===== src/rtl/noc_pkg.sv =====
// Shared leaf-group NoC types: flit/header geometry and upstream poll FSM encoding.
// Pure declarations: no latency, no backpressure.
package noc_pkg;
    localparam int DATA_W   = 16;
    localparam int HEADER_W = 6;
    localparam int GROUP_W  = 4;
    localparam int LEAF_W   = 2;
    localparam int NUM_LEAF = 4;

    // Routing header occupies the top HEADER_W bits of every flit
    localparam int HDR_MSB = DATA_W - 1;
    localparam int HDR_LSB = DATA_W - HEADER_W;

    typedef enum logic [1:0] {
        POLL = 2'd0,
        WAIT = 2'd1,
        SEND = 2'd2
    } up_state_e;

    typedef struct packed {
        logic [GROUP_W-1:0] group;
        logic [LEAF_W-1:0]  leaf;
    } hdr_t;

    function automatic hdr_t get_hdr(input logic [DATA_W-1:0] flit);
        return hdr_t'(flit[HDR_MSB:HDR_LSB]);
    endfunction
endpackage


===== src/rtl/leaf_demux.sv =====
// Downstream group match and leaf decode; delivers router flits to one NI, counts misroutes.
// Latency 1 cycle (registered strobe + data); no backpressure, every dn_valid flit is delivered or dropped.
module leaf_demux
    import noc_pkg::*;
#(
    parameter logic [GROUP_W-1:0] GROUP_ID = 4'd5
) (
    input  logic                       clk,
    input  logic                       reset_n,
    input  logic [DATA_W-1:0]          dn_data,
    input  logic                       dn_valid,
    output logic [NUM_LEAF*DATA_W-1:0] ni_data_out,
    output logic [NUM_LEAF-1:0]        ni_valid_out,
    output logic [7:0]                 drop_cnt
);
    hdr_t                       hdr;
    logic                       hit;
    logic [NUM_LEAF*DATA_W-1:0] data_q, data_d;
    logic [NUM_LEAF-1:0]        vld_q, vld_d;
    logic [7:0]                 drop_q, drop_d;

    assign hdr = get_hdr(dn_data);
    assign hit = dn_valid && (hdr.group == GROUP_ID);

    always_comb begin
        data_d = data_q;
        vld_d  = '0;
        drop_d = drop_q;
        if (hit) begin
            vld_d = NUM_LEAF'(1) << hdr.leaf;
            for (int i = 0; i < NUM_LEAF; i++) begin
                if (hdr.leaf == LEAF_W'(i)) begin
                    data_d[i*DATA_W +: DATA_W] = dn_data;
                end
            end
        end else if (dn_valid && (drop_q != 8'hFF)) begin
            drop_d = drop_q + 8'd1;
        end
    end

    always_ff @(posedge clk or negedge reset_n) begin
        if (!reset_n) begin
            data_q <= '0;
            vld_q  <= '0;
            drop_q <= '0;
        end else begin
            data_q <= data_d;
            vld_q  <= vld_d;
            drop_q <= drop_d;
        end
    end

    assign ni_data_out  = data_q;
    assign ni_valid_out = vld_q;
    assign drop_cnt     = drop_q;
endmodule


===== src/rtl/leaf_group_arbiter.sv =====
// Round-robin pull arbiter of four NIs onto one router port, plus downstream steering via leaf_demux.
// Upstream: poll->flit on up_valid 2 cycles later, held until up_ready; downstream: 1 cycle, no backpressure.
module leaf_group_arbiter
    import noc_pkg::*;
#(
    parameter logic [GROUP_W-1:0] GROUP_ID = 4'd5
) (
    input  logic                       clk,
    input  logic                       reset_n,
    input  logic [NUM_LEAF*DATA_W-1:0] ni_data_in,
    input  logic [NUM_LEAF-1:0]        ni_valid_in,
    output logic [NUM_LEAF-1:0]        ni_ready_out,
    output logic [DATA_W-1:0]          up_data,
    output logic                       up_valid,
    input  logic                       up_ready,
    input  logic [DATA_W-1:0]          dn_data,
    input  logic                       dn_valid,
    output logic [NUM_LEAF*DATA_W-1:0] ni_data_out,
    output logic [NUM_LEAF-1:0]        ni_valid_out,
    output logic [7:0]                 drop_cnt,
    output logic [LEAF_W-1:0]          cur_port
);
    up_state_e          state_q, state_d;
    logic [LEAF_W-1:0]  ptr_q, ptr_d;
    logic [DATA_W-1:0]  hold_q, hold_d;
    logic [DATA_W-1:0]  sel_dat;
    logic               sel_vld;

    always_comb begin
        sel_dat = '0;
        for (int i = 0; i < NUM_LEAF; i++) begin
            if (ptr_q == LEAF_W'(i)) begin
                sel_dat = ni_data_in[i*DATA_W +: DATA_W];
            end
        end
    end

    assign sel_vld = ni_valid_in[ptr_q];

    always_comb begin
        state_d      = state_q;
        ptr_d        = ptr_q;
        hold_d       = hold_q;
        ni_ready_out = '0;
        up_valid     = 1'b0;
        case (state_q)
            POLL: begin
                // Reset parks the FSM in POLL; gating keeps the pull strobe low until release
                ni_ready_out = reset_n ? (NUM_LEAF'(1) << ptr_q) : '0;
                state_d      = WAIT;
            end
            WAIT: begin
                if (sel_vld) begin
                    hold_d  = sel_dat;
                    state_d = SEND;
                end else begin
                    ptr_d   = ptr_q + LEAF_W'(1);
                    state_d = POLL;
                end
            end
            SEND: begin
                up_valid = 1'b1;
                if (up_ready) begin
                    ptr_d   = ptr_q + LEAF_W'(1);
                    state_d = POLL;
                end
            end
            default: begin
                state_d = POLL;
            end
        endcase
    end

    always_ff @(posedge clk or negedge reset_n) begin
        if (!reset_n) begin
            state_q <= POLL;
            ptr_q   <= '0;
            hold_q  <= '0;
        end else begin
            state_q <= state_d;
            ptr_q   <= ptr_d;
            hold_q  <= hold_d;
        end
    end

    assign up_data  = hold_q;
    assign cur_port = ptr_q;

    leaf_demux #(
        .GROUP_ID (GROUP_ID)
    ) u_leaf_demux (
        .clk          (clk),
        .reset_n      (reset_n),
        .dn_data      (dn_data),
        .dn_valid     (dn_valid),
        .ni_data_out  (ni_data_out),
        .ni_valid_out (ni_valid_out),
        .drop_cnt     (drop_cnt)
    );
endmodule


===== config.mk =====
export PLATFORM = sky130hd
export DESIGN_NAME = leaf_group_arbiter
export DESIGN_NICKNAME = d
export VERILOG_FILES = /design/src/rtl/noc_pkg.sv /design/src/rtl/leaf_demux.sv /design/src/rtl/leaf_group_arbiter.sv
export SDC_FILE = /design/constraint.sdc
export NUM_CORES = 1
export LEC_CHECK = 0
export ABC_CLOCK_PERIOD_IN_PS = 2400
export CAP_MARGIN = 20
export CORE_MARGIN = 2
export CORE_UTILIZATION = 40
export DETAILED_ROUTE_END_ITERATION = 10
export HOLD_SLACK_MARGIN = 0.1
export PLACE_DENSITY = 0.82
export SYNTH_ARGS = -nofsm -noshare
export SYNTH_HDL_FRONTEND = slang
export SYNTH_HIERARCHICAL = 1
export SYNTH_SLANG_ARGS = --single-unit

===== constraint.sdc =====
create_clock -name clk -period 2.4 [get_ports clk]
set_input_delay 0.48 -clock clk [delete_from_list [all_inputs] [get_ports clk]]
set_output_delay 0.48 -clock clk [all_outputs]
set_load 0.005 [all_outputs]

---- Yosys cells after proc, flatten, opt, wreduce, memory -nomap -nowiden ----
Cells that the tools add are included.
operators by class
  $add $sub $neg .......................... 2
  order comparisons ....................... 1
  eq/ne operators ......................... 12
  shift operators ......................... 2
  multiplexer cells ....................... 16
  bitwise operators ....................... 1
  reduce and logical (&&, ||, !) cells .... 13
operators by type and width
  cell                 count
  $mux 16              4
  $mux 4               3
  $reduce_and 2->1     6
  $eq 2x2->1 const B   5
  $add 8x1->8 const B  1
  $mux 2               4
  $ne 8x8->1 const B   1
  $shl 1x2->4 const A  2
  $eq 2x1->1 const B   3
  $logic_not 2->1      3
  $pmux 2 s3           1
  $eq 4x3->1 const B   1
  $ne 2x2->1 const B   2
  $pmux 2 s2           1
  $lt 2x3->1 const B   1
  $reduce_and 3->1     1
  $add 2x1->2 const B  1
  $bmux 1 s2           1
  $logic_and 1x1->1    2
  $mux 1               2
  $reduce_bool 2->1    1
  $not 1->1            1
word-level totals
  bits in registers ....................... 96
  input bits .............................. 88

---- Depth between registers and ports, before layout ----
  depth after elaboration ................. 5
  depth in mapped cells ................... 7
  depth with buffers taken out ............ 5

---- Cells and area by module ----
Netlist, hierarchy kept.
by module, submodules not included
  module              instances  cells an instance  area an instance (µm²)  seq. area each (µm²)
  leaf_demux          1          186                2819.0                  1901.8
  leaf_group_arbiter  1          177                1546.5                  500.5

---- Worst setup path before layout ----
OpenSTA, ideal clock, no wires.
  kind .................................... input -> register
  from .................................... input port dn_data[15]
  to ...................................... register u_leaf_demux.data_q[7], in the netlist u_leaf_demux/ni_data_out[7]
  library setup time ...................... 0.125 ns
  data arrival time ....................... 1.842 ns
  data required time ...................... 2.275 ns
  path slack .............................. 0.433 ns
  cell stages on the path ................. 6
  path through ............................ and4bb_2 and2_4 or3b_1 buf_6 buf_6 mux2_4
between the ends
  word-level cells in the longest chain between the ends .. 3
RTL lines
  what                        line                      RTL
  start, declared             leaf_group_arbiter.sv:16  input logic [DATA_W-1:0] dn_data,
  $eq 4x3->1                  leaf_demux.sv:23          assign hit = dn_valid && (hdr.group == GROUP_ID);
  $logic_and 1x1->1           leaf_demux.sv:23
  $reduce_and 2->1 (no line)  -
  end signal, assigned        leaf_demux.sv:47          data_q <= data_d;
  end, declared               leaf_demux.sv:18          logic [NUM_LEAF*DATA_W-1:0] data_q, data_d;
No other way between the ends.
A chain may end at the register's enable or synchronous reset.

---- Worst setup path after layout ----
  from .................................... register ptr_q[1], in the netlist cur_port[1]
  to ...................................... output port ni_ready_out[0]
between the ends
  word-level cells in the longest chain between the ends .. 3
RTL lines
  what                    line                      RTL
  start, declared         leaf_group_arbiter.sv:24  logic [LEAF_W-1:0] ptr_q, ptr_d;
  start signal, assigned  leaf_group_arbiter.sv:81  ptr_q <= ptr_d;
  $shl 1x2->4             leaf_group_arbiter.sv:49  ni_ready_out = reset_n ? (NUM_LEAF'(1) << ptr_q) : '0;
  $mux 4                  leaf_group_arbiter.sv:49
  $mux 4                  leaf_group_arbiter.sv:46  case (state_q)
  end, declared           leaf_group_arbiter.sv:12  output logic [NUM_LEAF-1:0] ni_ready_out,
No other way between the ends.

==> results.py <==
metrics = {
    "outcome": {
        "status": "complete, no violations",
    },
    "yosys": {
        "synth_compound_gate_area_share": 0.1330,
        "synthXorXnorAreaFrac": 0.006019,
        "synthDistinctLibCells": 40,
        "ys_warn_count": 6,
        "synth_area_per_cell_um2": 12.03,
        "synth_ff_type": "dfrtp_1",
        "synth_area_leader_cell": "dfrtp_1",
        "synthMuxAreaShare": 0.1207,
        "yosysSeqAreaShare": 0.5503,
        "synth.most_common_cell": "dfrtp_1",
        "yosysTopAreaCellShare": 0.5503,
        "synth-simple-area-share": 0.1207,
        "synth_fa_ha_area_frac": 0.01433,
        "ys_async_sr_fraction": 1.000,
        "synth_nets": 456,
        "synth_top_family_by_area": "compound AO/OA/AOI/OAI gates",
        "synthCells": 363,
        "ys_ff_latch": 96,
        "synth_edf_count": 0,
        "syn_area_um2": 4365,
        "synth.top_cells.by_area": "dfrtp_1 (55%), mux2_2 (10%), a21oi_1 (4.1%)",
        "ys_top_cells_by_count": "dfrtp_1 (96), mux2_2 (39), a21oi_1 (36), inv_1 (25), nand3b_1 (18)",
    },
    "power": {
        "p_comb_frac": 0.438,
        "cellLeakagePower_nw": 2.946,
        "p_clk_frac": 0.192,
        "cellPowerDensity_nw_per_um2": 934.3,
        "finalPower_mw": 6.181,
        "seq_power_share": 0.369,
        "p_int_mw": 4.115,
        "p_sw_mw": 2.065,
        "power.share.switching": 0.3342,
        "ir_drop_v": 0.0005671,
    },
    "placed_design": {
        "portBuffers": 186,
        "dp.cells": 679,
        "hpwl_um": 8278,
        "gp_congestion": 0.8044,
    },
    "grt": {
        "grt_pass1_vias": 3473,
        "grt_use_met1": 0.2135,
        "grt_max_degree": 73,
        "grt.overflow.total": 0,
        "grt_use_total": 0.1863,
        "met3_usage": 0.07173,
        "grt_pass1_wl_um": 17110,
        "top_usage_layer": "met2",
        "use_met2": 0.3196,
        "antenna_found_initial": 0,
    },
    "sta": {
        "fmax_mhz": 434.3,
        "slew_violations": 0,
        "rsz0062_at_grt": "false",
        "worst_pin_slew_ps": 862.1,
        "setup_tns_ps": 0,
        "finalCriticalPeriod_ps": 2303,
        "finalSetupViolCount": 0,
        "clock-skew-final_ps": 4.289,
        "slew_headroom": 0.4252,
        "period_share": 0.9594,
        "hold_viol": 0,
    },
    "cells_and_area": {
        "drive_above_1_share": 0.1691,
        "final_nets": 644,
        "seqCellArea_um2": 2404,
        "area_growth_pct": 51.53,
        "multi_input_area_um2": 1723,
        "diodes": 0,
        "n_fill_cell": 894,
        "instances_no_fill": 696,
    },
    "clock_tree": {
        "cts_made_buffers": 9,
        "cts_max_level": 3,
        "post_cts_hold_buffer_count": 0,
        "cts_max_path_buffers": 2,
        "clock_latency_ps": 360,
        "clk_pin_slew_ps": 100,
        "clock_sinks": 96,
        "cts_tree": "done",
        "ctsRootBufferMaster": "clkbuf_8",
    },
    "die": {
        "die-area_um2": 11770,
        "fp.dieH_um": 108.5,
        "initial_core_util": 0.4063,
        "core_area_um2": 10750,
        "io_pins": 187,
        "rows": 38,
        "dieWidth_um": 108.5,
    },
    "detailed_routing": {
        "drtIter0Drc": 92,
        "vias": 3480,
        "via_per_inst": 5.000,
        "drc": 0,
        "wl_um": 10840,
        "postRouteAntennaNets": 0,
        "wire_per_inst_um": 15.57,
        "drt-pass1-iter-count": 5,
    },
    "critical_path": {
        "path_class": "reg -> out",
        "critPathRequiredTime_ps": 1920,
        "end_kind": "output port",
        "crit_fanout": 7,
        "startpoint_type": "flop",
        "critPathArrivalTime_ps": 1820,
    },
    "run": {
        "drv_cap": 0,
    },
    "hold_path": {
        "hold_path.class": "in -> async",
    },
}
sequential cells by signal, indices dropped and copies added, names as in the netlist:
signal                     flops
cur_port                       2
u_leaf_demux/drop_cnt          8
u_leaf_demux/ni_valid_out      4
up_data                       16
state_q                        2
u_leaf_demux/ni_data_out      64
power groups by stage:
stage,clock network [mW],logic [mW],registers (mW)
final,1.19,2.71,2.28
after floorplan,0,1.52,2.29
after global routing,1.29,2.97,2.34
after CTS,1.23,2.71,2.30
after detailed placement,0,2.69,2.32
after global placement,0,2.63,2.30
layer usage:
layer  wire length (um)  vias to the layer above
met2               5322                      146
li1                   -                     1653
met1               4348                     1670
met3               1015                       11
met5                  0                        -
met4                153                        0
cell type report:
class	count	share of cell area
Sequential cell	96	0.3633
Timing Repair Buffer	202	0.3011
Inverter	25	0.01419
Clock inverter	7	0.01570
Multi-Input combinational cell	217	0.2604
Tap cell	140	0.02648
Clock buffer	9	0.01873
through the flow:
stage          instance area (um^2)  utilization  setup slack (ps)  hold slack [ps]
2_1_floorplan                  4365            -             432.5            184.4
3_3_place_gp                   6379       0.5936             36.67            448.8
3_5_place_dp                   6379       0.5936             14.64            452.2
4_1_cts                        6608       0.6149             66.55            118.8
5_1_grt                        6615       0.6156             2.189            133.2
6_report                       6615       0.6156             97.41            128.1
path summary, 6_finish.rpt:
path                                                           from                                        to  slack, ps  cells past startpoint
min in group clk           u_leaf_demux/ni_data_out[44]$_DFFE_PN0P_  u_leaf_demux/ni_data_out[44]$_DFFE_PN0P_        470                      1
setup / recovery                            cur_port[1]$_DFFE_PN0P_                           ni_ready_out[0]        100                      4
max in group asynchronous                                   reset_n                   cur_port[0]$_DFFE_PN0P_       1450                      2
hold reg to reg            u_leaf_demux/ni_data_out[44]$_DFFE_PN0P_  u_leaf_demux/ni_data_out[44]$_DFFE_PN0P_        470                      1
setup reg to reg                            cur_port[0]$_DFFE_PN0P_                    state_q[1]$_DFFE_PN0P_        540                      4
hold / removal                                              reset_n                    up_data[6]$_DFFE_PN0P_        130                      2
logic make-up (layout without fill, tap and decap cells):
| kind of cell | count (synthesis) | after routing |
|---|---|---|
| compound gates | 77 | 77 |
| xor+xnor | 3 | 3 |
| fa+ha+maj | 5 | 5 |
| buf+inv | 50 | 243 |
| flops | 96 | 96 |
| mux | 45 | 45 |
| simple gates | 87 | 87 |
worst max-delay path, cell delays in order, from the launching register on:
cell and delay, ps:
dfrtp_1 480, inv_1 110, ha_1 180, and3_1 160
clkdlybuf4s50_1 520
placed cells by master, fill, tap and decap left out, types with 3 or more instances in the layout:
| cell type | count |
|---|---|
| nor2b_1 | 5 |
| clkdlybuf4s50_1 | 185 |
| dfrtp_1 | 95 |
| mux2_2 | 39 |
| a31oi_1 | 8 |
| and3_1 | 6 |
| a21oi_1 | 36 |
| clkbuf_8 | 9 |
| a221o_1 | 16 |
| and2_1 | 10 |
| nor2_1 | 6 |
| ha_1 | 5 |
| or2_2 | 4 |
| buf_4 | 16 |
| a31oi_2 | 9 |
| inv_1 | 25 |
| nand3b_1 | 18 |
| nand2_1 | 16 |
| nand2b_1 | 10 |
| mux2_4 | 3 |
what timing repair did:
action / CTS / global route
setup endpoints to repair: 1 / 2
setup buffers: 0 / 1
gates cloned: 0 / 0
resized for setup: 1 / 0
hold endpoints to repair: 0 / 0
Power figures use the tool's default switching activity.
